--- src/rtl/inv_sub_bytes_seq.sv ---
// AES InvSubBytes engine: captures one 128-bit state and substitutes LANES bytes
// per cycle in place through computed inverse S-boxes, then holds the result.
`timescale 1ns/1ps
module inv_sub_bytes_seq #(
    parameter int unsigned LANES = 4
) (
    input  logic         clk,
    input  logic         reset,
    input  logic         in_valid,
    output logic         in_ready,
    input  logic [127:0] state_in,
    output logic         out_valid,
    input  logic         out_ready,
    output logic [127:0] state_out,
    output logic         busy
);
    localparam int unsigned GROUPS = 16 / LANES;
    localparam int unsigned CW     = (GROUPS > 1) ? $clog2(GROUPS) : 1;
    localparam int unsigned LSH    = $clog2(LANES);

    localparam logic [1:0] S_IDLE = 2'd0;
    localparam logic [1:0] S_BUSY = 2'd1;
    localparam logic [1:0] S_DONE = 2'd2;

    logic [1:0]    r_state;
    logic [CW-1:0] r_cnt;
    logic [127:0]  r_data;

    logic [4:0]    w_base;
    logic [4:0]    w_idx      [LANES];
    logic [7:0]    w_lane_out [LANES];

    function automatic logic [7:0] gf_mul(input logic [7:0] a, input logic [7:0] b);
        logic [7:0] p;
        logic [7:0] aa;
        p  = '0;
        aa = a;
        for (int unsigned i = 0; i < 8; i++) begin
            if (b[i]) p = p ^ aa;
            aa = {aa[6:0], 1'b0} ^ (aa[7] ? 8'h1b : 8'h00);
        end
        return p;
    endfunction

    // t^254 == t^-1 in GF(2^8); zero stays zero without a special case
    function automatic logic [7:0] gf_inv(input logic [7:0] t);
        logic [7:0] s;
        logic [7:0] r;
        s = t;
        r = 8'h01;
        for (int unsigned i = 0; i < 7; i++) begin
            s = gf_mul(s, s);
            r = gf_mul(r, s);
        end
        return r;
    endfunction

    function automatic logic [7:0] inv_sbox(input logic [7:0] y);
        logic [7:0] t;
        t = {y[1:0], y[7:2]} ^ {y[4:0], y[7:5]} ^ {y[6:0], y[7]} ^ 8'h05;
        return gf_inv(t);
    endfunction

    always_comb begin
        w_base = 5'(r_cnt) << LSH;
        for (int unsigned l = 0; l < LANES; l++) begin
            w_idx[l]      = w_base + 5'(l);
            w_lane_out[l] = inv_sbox(r_data[{w_idx[l], 3'b000} +: 8]);
        end
    end

    always_ff @(posedge clk) begin
        if (reset) begin
            r_state <= S_IDLE;
            r_cnt   <= '0;
            r_data  <= '0;
        end else begin
            case (r_state)
                S_IDLE: begin
                    r_cnt <= '0;
                    if (in_valid) begin
                        r_data  <= state_in;
                        r_state <= S_BUSY;
                    end
                end
                S_BUSY: begin
                    for (int unsigned l = 0; l < LANES; l++) begin
                        r_data[{w_idx[l], 3'b000} +: 8] <= w_lane_out[l];
                    end
                    r_cnt <= r_cnt + 1'b1;
                    if (r_cnt == CW'(GROUPS - 1)) r_state <= S_DONE;
                end
                S_DONE: begin
                    if (out_ready) r_state <= S_IDLE;
                end
                default: r_state <= S_IDLE;
            endcase
        end
    end

    assign in_ready  = (r_state == S_IDLE);
    assign out_valid = (r_state == S_DONE);
    assign busy      = (r_state == S_BUSY) || (r_state == S_DONE);
    assign state_out = r_data;

endmodule

--- config.mk ---
export PLATFORM = sky130hd
export DESIGN_NAME = inv_sub_bytes_seq
export DESIGN_NICKNAME = d
export VERILOG_FILES = /design/src/rtl/inv_sub_bytes_seq.sv
export SDC_FILE = /design/constraint.sdc
export NUM_CORES = 2
export LEC_CHECK = 0
export BUFFER_PORTS_ARGS = -buffer_cell sky130_fd_sc_hd__buf_4
export CORE_ASPECT_RATIO = 1.1
export CORE_MARGIN = 4
export CORE_UTILIZATION = 55
export CTS_BUF_LIST = sky130_fd_sc_hd__clkbuf_16
export CTS_CLUSTER_SIZE = 10
export DETAILED_ROUTE_END_ITERATION = 6
export PLACE_DENSITY = 0.78
export SETUP_SLACK_MARGIN = 0.15
export SLEW_MARGIN = 5
export SYNTH_ARGS = -nofsm -noshare
export SYNTH_HDL_FRONTEND = slang
export SYNTH_SLANG_ARGS = --single-unit
--- constraint.sdc ---
create_clock -name clk -period 50.7 [get_ports clk]
set_clock_uncertainty 0.15 [all_clocks]
set_input_delay 7.605 -clock clk [delete_from_list [all_inputs] [get_ports clk]]
set_output_delay 7.605 -clock clk [all_outputs]
set_load 0.03 [all_outputs]
==> flow_summary_export.csv <==
group,metric,value,unit
route,drtPass1Iterations,6,
cells_and_area,final_cell_mix,"xnor2_1 (1404), nor2_1 (1165), nand2_1 (822), a21oi_1 (518), buf_4 (479)",
floorplanning,initial_core_util,0.555,
cts,clkSinkCount,132,
critical_path,end_kind,"flip-flop",
critical_path,slowest_delay,0.98,ns
timing,grt_setup_unrepaired,"no",
synthesis,postSynthAreaPerCell,7.76,sq um
min_path,holdCritPathClass,"reg2reg",
placed_design,port_buffers,262,
route,routed_wl,206,mm
grt,antenna_found_initial,6,
floorplanning,die_h,368,um
cts,cts_tree,"yes",
floorplanning,rows,131,
critical_path,worst-path-max-fanout,31,
timing,min_period_over_period,0.406,
critical_path,cp.arrival,20.88,ns
critical_path,path_class,"reg2reg",
timing,setup_tns,0,ns
critical_path,crit_required,50.98,ns
floorplanning,ios,263,
cts,hold_buffers,0,
synthesis,yosysSeqAreaShare,0.0409,
cts,numCtsBuffers,17,
grt,grt_usage,0.317,
timing,maxSlewHeadroom,0.129,
cts,post_cts_resized,0,
timing,maxSlewViolCount,0,
route,detail-route-antenna-nets,0,
floorplanning,coreArea,0.116,sq mm
cts,cts_buffer_depth,2,
grt,grt_max_degree,99,
floorplanning,die_area,0.123,sq mm
cells_and_area,final_common_cell,"xnor2_1",
placed_design,gp_congestion,0.983,
timing,max_freq,48.5,MHz
synthesis,synth-seq-cells,132,
synthesis,synth_warnings,0,
critical_path,critPathTopFamily,"XOR/XNOR gates",
grt,grt_pass1_vias,58100,
synthesis,synth_nets,8486,
synthesis,yosysUniqueCellTypes,134,
run,maxCapViolCount,0,
synthesis,syn-cell-area,0.0646,sq mm
cells_and_area,final_layout_size_suffix_gt1_frac,0.119,
synthesis,synth_enable_flop_cells,0,
critical_path,critical_path.startpoint_type,"flip-flop",
timing,setup_viol_count_final,0,
timing,finalCriticalPeriod,20.60,ns
floorplanning,die_w,335,um
placed_design,dp.final_hpwl,152,mm
cells_and_area,syn_to_final_growth,5.87,%
grt,grt_first_pass_wirelength,323,mm
route,drc,0,
route,viasPerCell,6.39,
grt,overflow,0,
route,num_vias,62600,
cts,insertion_delay,0.51,ns
timing,tightest_slew,1.30,ns
synthesis,synthArstFlopShare,0,
synthesis,syn-instance-count,8326,
route,wire_per_inst,21.0,um
outcome,status,"complete, no violations",
route,drt-initial-drc-count,7017,
cts,cts.clk_slew.worst_paths,0.09,ns
timing,finalHoldViolations,0,
synthesis,ys.flop_type,"dfxtp_1",
cts,cts_root_buf,"clkbuf_16",
cts,htree_levels,4,
critical_path,cpMaxStageDelayCell,"xnor3_1",
cts,post_cts.repair.setup_buffers,0,
cells_and_area,nets,8402,
critical_path,crit_buf_inv,5,
cell type report:
type / count / area, sq um
Clock buffer: 17 / 425
Clock inverter: 15 / 190
Timing Repair Buffer: 479 / 3600
Sequential cell: 132 / 2650
Tap cell: 1529 / 1910
Antenna cell: 6 / 15.0
Fill cell: 10500 / 47900
Inverter: 104 / 394
Multi-Input combinational cell: 7508 / 59300
cell usage after synthesis, types with 30 or more instances:
cell type | instances | share of area
a22oi_1 | 72 | 0.0084
xor2_1 | 385 | 0.052
xnor3_2 | 38 | 0.014
xor2_2 | 34 | 0.0086
o21ai_1 | 41 | 0.0032
nor2_1 | 1170 | 0.068
xnor3_1 | 390 | 0.14
o221ai_1 | 34 | 0.0046
a221oi_1 | 58 | 0.0079
mux2_2 | 49 | 0.0085
a211oi_1 | 68 | 0.0079
nand3_1 | 210 | 0.016
o211ai_1 | 64 | 0.0074
xnor2_2 | 106 | 0.027
and3_1 | 74 | 0.0072
buf_1 | 39 | 0.0023
clkbuf_1 | 315 | 0.018
buf_2 | 157 | 0.012
nand2_1 | 823 | 0.048
xnor2_1 | 1432 | 0.19
buf_4 | 49 | 0.0057
xor3_1 | 48 | 0.018
or3_1 | 52 | 0.0050
nor3_1 | 234 | 0.018
mux2i_1 | 221 | 0.034
dfxtp_1 | 132 | 0.041
mux4_2 | 32 | 0.011
and2_1 | 57 | 0.0055
nor2b_1 | 71 | 0.0069
a211o_1 | 30 | 0.0041
o2bb2ai_1 | 63 | 0.0085
a31oi_1 | 79 | 0.0076
o22ai_1 | 106 | 0.010
inv_1 | 65 | 0.0038
a21oi_1 | 518 | 0.040
nand2b_1 | 65 | 0.0063
o21ai_0 | 279 | 0.022
per-layer routing:
layer | GRT usage | part of all wire | up-vias
met3 | 0.0591 | 0.11 | 458
met2 | 0.512 | 0.46 | 3433
met1 | 0.429 | 0.41 | 29800
met5 | 0 | 0.000034 | -
li1 | - | - | 28900
met4 | 0.0971 | 0.030 | 2
per-stage QoR:
step / std cells / instance area (sq um) / hold slack (ns) / worst slack [ns] / utilization
2_1_floorplan: 8326 / 64600 / 0.304 / 34.72 / -
3_3_place_gp: 9752 / 67800 / 0.309 / 31.04 / 0.583
3_5_place_dp: 9752 / 67800 / 0.322 / 30.74 / 0.583
4_1_cts: 9784 / 68400 / 0.332 / 30.66 / 0.588
5_1_grt: 9784 / 68400 / 0.356 / 29.06 / 0.588
6_report: 9790 / 68400 / 0.337 / 30.10 / 0.588
registers in the layout, indices dropped and copies added, names as in the netlist:
signal,flops
r_cnt,2
r_state,2
state_out,128
kinds of logic (layout without fill, tap and decap cells):
logic type / Yosys count / in the layout / share of synthesized area
AO/OA/AOI/OAI: 1741 / 1741 / 0.178
XOR/XNOR: 2476 / 2476 / 0.467
adder cells (fa/ha/maj): 35 / 35 / 0.00650
buffers and inverters: 686 / 615 / 0.0484
flip-flops: 132 / 132 / 0.0409
multiplexers: 322 / 322 / 0.0582
other: 0 / 6 / 0
AND/OR/NAND/NOR: 2934 / 2934 / 0.201
worst paths after layout:
check                                           startpoint                          to  slack [ns]  depth (start not counted)
worst min register to register  state_out[18]$_SDFFE_PP0P_  state_out[18]$_SDFFE_PP0P_        0.34                          2
worst min-delay path            state_out[18]$_SDFFE_PP0P_  state_out[18]$_SDFFE_PP0P_        0.34                          2
worst max-delay path                 r_cnt[1]$_SDFFE_PP0P_   state_out[4]$_SDFFE_PP0P_       30.10                         53
worst max register to register       r_cnt[1]$_SDFFE_PP0P_   state_out[4]$_SDFFE_PP0P_       30.10                         53
worst reg2reg max path: cells and delay by family, from the launching register on:
family | cells | cell delay (ns)
flops | 1 | 0.59
fa+ha+maj | 3 | 1.22
mux | 6 | 2.74
buf+inv | 5 | 1.41
simple gates | 11 | 3.11
compound gates | 12 | 3.48
xor+xnor | 16 | 7.82
Power is not shown: default switching activity piles up to over one toggle a cycle in this logic, so the estimate is an artifact.
